### src/rtl/seq_restoring_divider.sv
// Iterative restoring divider, one quotient bit per clock.
// Define SEQ_RESTORING_DIVIDER_SIGNED_DIV_EN for two's complement operands.
module seq_restoring_divider #(
  parameter int WIDTH = 8
) (
  input  logic             clk,
  input  logic             reset,
  input  logic             start,
  input  logic [WIDTH-1:0] dividend,
  input  logic [WIDTH-1:0] divisor,
  output logic             busy,
  output logic             done,
  output logic [WIDTH-1:0] quotient,
  output logic [WIDTH-1:0] remainder,
  output logic             div_by_zero
);

  localparam int CW = (WIDTH > 1) ? $clog2(WIDTH) : 1;

  typedef enum logic [1:0] {
    IDLE = 2'd0,
    RUN  = 2'd1,
    DONE = 2'd2
  } state_t;

  state_t           state_q, state_d;
  logic [WIDTH-1:0] acc_q, acc_d;
  logic [WIDTH-1:0] dq_q, dq_d;
  logic [WIDTH-1:0] dvs_q, dvs_d;
  logic [WIDTH-1:0] quo_q, quo_d;
  logic [WIDTH-1:0] rem_q, rem_d;
  logic [CW-1:0]    cnt_q, cnt_d;
  logic             dz_q, dz_d;
  logic             dbz_q, dbz_d;
  logic             done_q, done_d;
  logic [WIDTH:0]   shifted, trial;
  logic [WIDTH-1:0] a_in, b_in, q_fin, r_fin;
`ifdef SEQ_RESTORING_DIVIDER_SIGNED_DIV_EN
  logic             sq_q, sq_d;
  logic             sr_q, sr_d;
`endif

  // Magnitudes go into the datapath; signs are reapplied at completion.
  always_comb begin
`ifdef SEQ_RESTORING_DIVIDER_SIGNED_DIV_EN
    a_in  = dividend[WIDTH-1] ? -dividend : dividend;
    b_in  = divisor[WIDTH-1] ? -divisor : divisor;
    q_fin = sq_q ? -dq_q : dq_q;
    r_fin = sr_q ? -acc_q : acc_q;
`else
    a_in  = dividend;
    b_in  = divisor;
    q_fin = dq_q;
    r_fin = acc_q;
`endif
  end

  always_comb begin
    state_d = state_q;
    acc_d   = acc_q;
    dq_d    = dq_q;
    dvs_d   = dvs_q;
    quo_d   = quo_q;
    rem_d   = rem_q;
    cnt_d   = cnt_q;
    dz_d    = dz_q;
    dbz_d   = dbz_q;
    done_d  = 1'b0;
`ifdef SEQ_RESTORING_DIVIDER_SIGNED_DIV_EN
    sq_d    = sq_q;
    sr_d    = sr_q;
`endif
    shifted = {acc_q, dq_q[WIDTH-1]};
    trial   = shifted - {1'b0, dvs_q};
    unique case (state_q)
      IDLE: begin
        if (start) begin
          cnt_d = '0;
          dvs_d = b_in;
`ifdef SEQ_RESTORING_DIVIDER_SIGNED_DIV_EN
          sq_d  = dividend[WIDTH-1] ^ divisor[WIDTH-1];
          sr_d  = dividend[WIDTH-1];
`endif
          if (divisor == '0) begin
            // Preload the fault result so DONE publishes it unchanged.
            dq_d    = '1;
            acc_d   = dividend;
            dz_d    = 1'b1;
            state_d = DONE;
`ifdef SEQ_RESTORING_DIVIDER_SIGNED_DIV_EN
            sq_d    = 1'b0;
            sr_d    = 1'b0;
`endif
          end else begin
            dq_d    = a_in;
            acc_d   = '0;
            dz_d    = 1'b0;
            state_d = RUN;
          end
        end
      end
      RUN: begin
        if (!trial[WIDTH]) begin
          acc_d = trial[WIDTH-1:0];
          dq_d  = {dq_q[WIDTH-2:0], 1'b1};
        end else begin
          acc_d = shifted[WIDTH-1:0];
          dq_d  = {dq_q[WIDTH-2:0], 1'b0};
        end
        cnt_d = cnt_q + CW'(1);
        if (cnt_q == CW'(WIDTH - 1)) begin
          state_d = DONE;
        end
      end
      DONE: begin
        done_d  = 1'b1;
        quo_d   = q_fin;
        rem_d   = r_fin;
        dbz_d   = dz_q;
        state_d = IDLE;
      end
      default: state_d = IDLE;
    endcase
  end

  always_ff @(posedge clk) begin
    if (reset) begin
      state_q <= IDLE;
      acc_q   <= '0;
      dq_q    <= '0;
      dvs_q   <= '0;
      quo_q   <= '0;
      rem_q   <= '0;
      cnt_q   <= '0;
      dz_q    <= 1'b0;
      dbz_q   <= 1'b0;
      done_q  <= 1'b0;
`ifdef SEQ_RESTORING_DIVIDER_SIGNED_DIV_EN
      sq_q    <= 1'b0;
      sr_q    <= 1'b0;
`endif
    end else begin
      state_q <= state_d;
      acc_q   <= acc_d;
      dq_q    <= dq_d;
      dvs_q   <= dvs_d;
      quo_q   <= quo_d;
      rem_q   <= rem_d;
      cnt_q   <= cnt_d;
      dz_q    <= dz_d;
      dbz_q   <= dbz_d;
      done_q  <= done_d;
`ifdef SEQ_RESTORING_DIVIDER_SIGNED_DIV_EN
      sq_q    <= sq_d;
      sr_q    <= sr_d;
`endif
    end
  end

  assign busy        = (state_q != IDLE);
  assign done        = done_q;
  assign quotient    = quo_q;
  assign remainder   = rem_q;
  assign div_by_zero = dbz_q;

endmodule

### config.mk
export PLATFORM = sky130hd
export DESIGN_NAME = seq_restoring_divider
export DESIGN_NICKNAME = d
export VERILOG_FILES = /design/src/rtl/seq_restoring_divider.sv
export SDC_FILE = /design/constraint.sdc
export NUM_CORES = 1
export LEC_CHECK = 0
export BUFFER_PORTS_ARGS = -buffer_cell sky130_fd_sc_hd__buf_2
export CORE_ASPECT_RATIO = 1.4
export CORE_MARGIN = 5
export CORE_UTILIZATION = 50
export DETAILED_ROUTE_END_ITERATION = 8
export PLACE_DENSITY = 0.75
export SYNTH_ARGS = -nofsm -noshare
export SYNTH_HDL_FRONTEND = slang
export SYNTH_SLANG_ARGS = --single-unit
### constraint.sdc
create_clock -name clk -period 2.15 [get_ports clk]
set_input_delay 0.215 -clock clk [delete_from_list [all_inputs] [get_ports clk]]
set_output_delay 0.215 -clock clk [all_outputs]
set_load 0.02 [all_outputs]
### Word level (Yosys, flattened, before mapping)

Index checks and enable logic that the tools add are counted.
Widths: inputs -> output; s select.

* flip-flop bits (word level): 48

* $add $sub $neg: 2
* equal/unequal tests: 5
* multiplexer cells: 16
* reductions and logical operators: 7

Operators with widths (count)
* $mux 8: 5
* $pmux 8 s2: 2
* $sub 9x8->9: 1
* $logic_not 8->1: 1
* $mux 2: 3
* $pmux 3 s2: 1
* $reduce_and 2->1: 3
* $ne 2x2->1 const B: 2
* $pmux 2 s2: 1
* $reduce_bool 2->1: 2
* $add 3x1->3 const B: 1
* $eq 3x3->1 const B: 1
* $mux 1: 3
* $mux 3: 1
* $eq 2x1->1 const B: 1
* $eq 2x2->1 const B: 1
* $logic_not 2->1: 1

### Depth between registers and ports, before layout

* depth after elaboration: 4
* depth in mapped cells: 11
* depth with buffers taken out: 9

### Worst setup path after synthesis

OpenSTA, ideal clock, no wires.

* path type: flip-flop to flip-flop
* start point: register dq_q[7]
* end point: register acc_q[3]
* library setup time: 0.122 ns
* data arrival time: 2.245 ns
* data required time: 2.028 ns
* slack: -0.217 ns
* cell stages (with the launch flop): 12
* period minus slack after synthesis: 2.367 ns
* path through: dfxtp_1 > inv_1 > ha_1 > inv_1 > fa_1 > a211oi_2 > o31ai_2 > and4b_1 > buf_6 > or2_1 > buf_6 > a311o_1

* cells in the longest elaborated chain, start to end: 3

RTL lines
* start: declaration: line 28 `logic [WIDTH-1:0] dq_q, dq_d;`
* start signal: assignment: line 145 `dq_q <= dq_d;`
* $sub 9x8->9: line 74 `trial = shifted - {1'b0, dvs_q};`
* $mux 8: line 103 `if (!trial[WIDTH]) begin`
* $pmux 8 s2: line 75 `unique case (state_q)`
* end signal: assignment: line 129 `acc_q <= '0;`
* end signal: assignment: line 144 `acc_q <= acc_d;`
* end: declaration: line 27 `logic [WIDTH-1:0] acc_q, acc_d;`

No other way between the ends.
A chain may end at the register's enable or synchronous reset.

### Worst setup path after layout

Ends and elaborated chain as after synthesis.

==> impl_metrics.env <==
export IMPL_yosys_area_top_type_share=0.404
export IMPL_endpoint_kind="flip-flop"
export IMPL_period_share=1.03
export IMPL_place_area_um2=2700
export IMPL_fp_dieH_um=91.6
export IMPL_drtPass1Iterations=4
export IMPL_crit_path_max_fanout=5
export IMPL_leakage_nw=1.18
export IMPL_async_reset_ff_frac=0
export IMPL_htreeDepth=2
export IMPL_status="complete, but fails checks"
export IMPL_ctsRootBufferMaster="clkbuf_8"
export IMPL_routabilityCongestion=0.909
export IMPL_finalPower_mw=2.26
export IMPL_wl_um=6120
export IMPL_layout_drive_gt1_share=0.226
export IMPL_finalSetupViolCount=6
export IMPL_slowest_delay_ns=0.38
export IMPL_synth_seq_cells=48
export IMPL_die_area_um2=6250
export IMPL_synth_top_cell_by_area="dfxtp_1"
export IMPL_power_switching_share=0.328
export IMPL_finalHoldViolations=0
export IMPL_antenna_left=0
export IMPL_switchingPower_mw=0.741
export IMPL_yosys_top_cells_area="dfxtp_1 (40%), a21oi_1 (11%), nand2_1 (10%)"
export IMPL_yosysMostFrequentCell="nand2_1"
export IMPL_wire_per_inst_um=14.8
export IMPL_route_detailed_drc=0
export IMPL_hold_path_class="in2reg"
export IMPL_vias=2329
export IMPL_synth_avg_cell_area_um2=7.79
export IMPL_layout_setup_ws_ns=-0.0574
export IMPL_relSlewSlack=0.488
export IMPL_p_int_mw=1.52
export IMPL_hold_worst_slack_ns=0.158
export IMPL_seqPwrFrac=0.437
export IMPL_met3_usage=0.0407
export IMPL_area_growth_pct=19.6
export IMPL_port_buffers=37
export IMPL_die_w_um=68.3
export IMPL_hold_buffers=0
export IMPL_cp_data_required_time_ns=2.34
export IMPL_cts_tree="yes"
export IMPL_tns_ns=-0.180
export IMPL_insertion_delay_ns=0.30
export IMPL_skew_ns=0.00563
export IMPL_ys_types=40
export IMPL_ys_seq_area_frac=0.404
export IMPL_grtUsageMet1=0.262
export IMPL_grt_total_usage=0.208
export IMPL_timing_final_max_slew_violations=0
export IMPL_pwr_share_comb=0.315
export IMPL_synth_net_count=335
export IMPL_worstMarginPinSlew_ns=0.766
export IMPL_grt_pass1_wl_um=10000
export IMPL_drt_vias_per_instance=5.65
export IMPL_power_density_nw_per_um2=794
export IMPL_grt_busiest_layer="met2"
export IMPL_worst_setup_path_start_kind="flip-flop"
export IMPL_synthesis_area_um2=2380
export IMPL_max_freq_mhz=453
export IMPL_antenna_found_initial=0
export IMPL_ir_drop_uv=495
export IMPL_core_area_um2=4570
export IMPL_violations="negative setup slack"
export IMPL_fin_area_um2=2840
export IMPL_use_met2=0.342
export IMPL_slowest_stage="fa_2"
export IMPL_grt_pass1_vias=2136
export IMPL_clkPwrFrac=0.249
export IMPL_clkSlewWorstSetupHoldPaths_ns=0.09
export IMPL_arrival_ns=2.40
export IMPL_cts_sinks=48
export IMPL_place_hpwl_um=4560
export IMPL_synth_common_cells="nand2_1 (66), a21oi_1 (50), dfxtp_1 (48), nor2_1 (19), clkbuf_1 (17)"
export IMPL_initial_core_util=0.520
export IMPL_maxCapViolations=0
export IMPL_grt_overflow=0
export IMPL_crit_path_frequent_cell="inv_2"
export IMPL_crit_chain="inv_2 > ha_4 > inv_2 > fa_2 > a211oi_4 > o31ai_4 > and4b_1 > or2_4 > a311o_1"
export IMPL_yosysWarnings=0
export IMPL_fp_row_count=29
export IMPL_path_class="reg2reg"
export IMPL_grt_max_degree=30
export IMPL_dr_first_iter_drc_count=178
export IMPL_fin_crit_ns=2.21
export IMPL_numCtsBuffers=5
export IMPL_pin_count=38
export IMPL_clk_path_buf_depth=2
export IMPL_synth_cells=305
export IMPL_nets=379
export IMPL_synth_ff_type="dfxtp_1"
export IMPL_grt_setup_unrepaired="yes"
export IMPL_synth_edf_count=0
export IMPL_antenna_cells=0
-- through the flow --
stage	std cells	setup slack, ns	utilization
floorplan	305	-0.126	-
global route	412	-0.0950	0.622
global placement	402	0.0158	0.591
finish	412	-0.0574	0.622
CTS	410	0.0253	0.612
detailed placement	402	-0.0238	0.591
-- cell families after synthesis --
kind of cell	synth area share
DFF	0.404
and+or+nand+nor	0.223
AOI/OAI and AO/OA	0.239
xor gates and xnor gates	0.0147
buffers and inverters	0.0574
adders and majority gates	0.0611
-- critical path, delay by kind of cell, from the launching register on --
| family | cells | cell delay (ns) |
|---|---|---|
| buffers and inverters | 2 | 0.09 |
| flip-flops | 1 | 0.33 |
| AND/OR/NAND/NOR | 2 | 0.51 |
| adder cells (fa/ha/maj) | 2 | 0.50 |
| AO/OA/AOI/OAI | 3 | 0.67 |
-- state kept, by name (all words and copies together) (netlist names) --
register and flops:
acc_q 8, dq_q 8, dvs_q 8, quotient 8, remainder 8, cnt_q 3
state_q 2, div_by_zero 1, done 1, dz_q 1
-- final cells by class --
type | instances | area, um^2
Clock buffer | 7 | 86.3
Clock inverter | 1 | 7.51
Fill cell | 430 | 1730
Inverter | 12 | 45.0
Multi-Input combinational cell | 225 | 1330
Sequential cell | 48 | 963
Tap cell | 62 | 77.6
Timing Repair Buffer | 57 | 339
-- power groups by stage --
stage | logic, mW | registers (mW) | clock network (mW)
final | 0.711 | 0.986 | 0.562
after global routing | 0.774 | 0.992 | 0.613
after CTS | 0.645 | 0.986 | 0.576
after detailed placement | 0.628 | 1.01 | 0
after global placement | 0.619 | 1.01 | 0
after floorplan | 0.447 | 0.989 | 0
-- placed cells by master (no fill, tap or decap), types with 2 or more instances in the layout --
master    instances
o21ai_0           4
nor3_1            6
o221ai_1         12
or2_2             2
clkbuf_8          6
buf_2            37
a31oi_1           2
dfxtp_2           2
inv_2             2
and3_1            5
o211ai_1          3
nand3_1           9
nor2b_1           3
a21oi_1          50
ha_1              9
buf_4            19
a211o_1           3
inv_1             9
xor2_1            4
nand2_1          66
a22oi_1           2
nor2_1           19
nor4_1            4
dfxtp_1          46
nand2b_1          4
-- path summary, 6_finish.rpt --
path         slack, ns                         to                 startpoint  depth (start not counted)
max              -0.06      acc_q[3]$_SDFFE_PP0P_       dq_q[7]$_SDFFE_PP0P_                          9
min               0.16      dvs_q[7]$_SDFFE_PP0P_                 divisor[7]                          3
max reg2reg      -0.06      acc_q[3]$_SDFFE_PP0P_       dq_q[7]$_SDFFE_PP0P_                          9
min reg2reg       0.45  remainder[5]$_SDFFE_PP0P_  remainder[5]$_SDFFE_PP0P_                          2
-- per-layer routing --
layer | routed length [um] | part of all wire
met1 | 2530 | 0.41
met4 | 143 | 0.023
met3 | 320 | 0.052
met2 | 3120 | 0.51
met5 | 0 | 0
-- repair_timing --
item | in CTS | in global routing
endpoints found under the setup margin | 6 | 9
gates cloned | 0 | 0
buffers inserted | 0 | 2
pin swaps | 1 | 2
gates resized for setup | 1 | 5
Note: power is estimated with default switching activity, not from simulation.
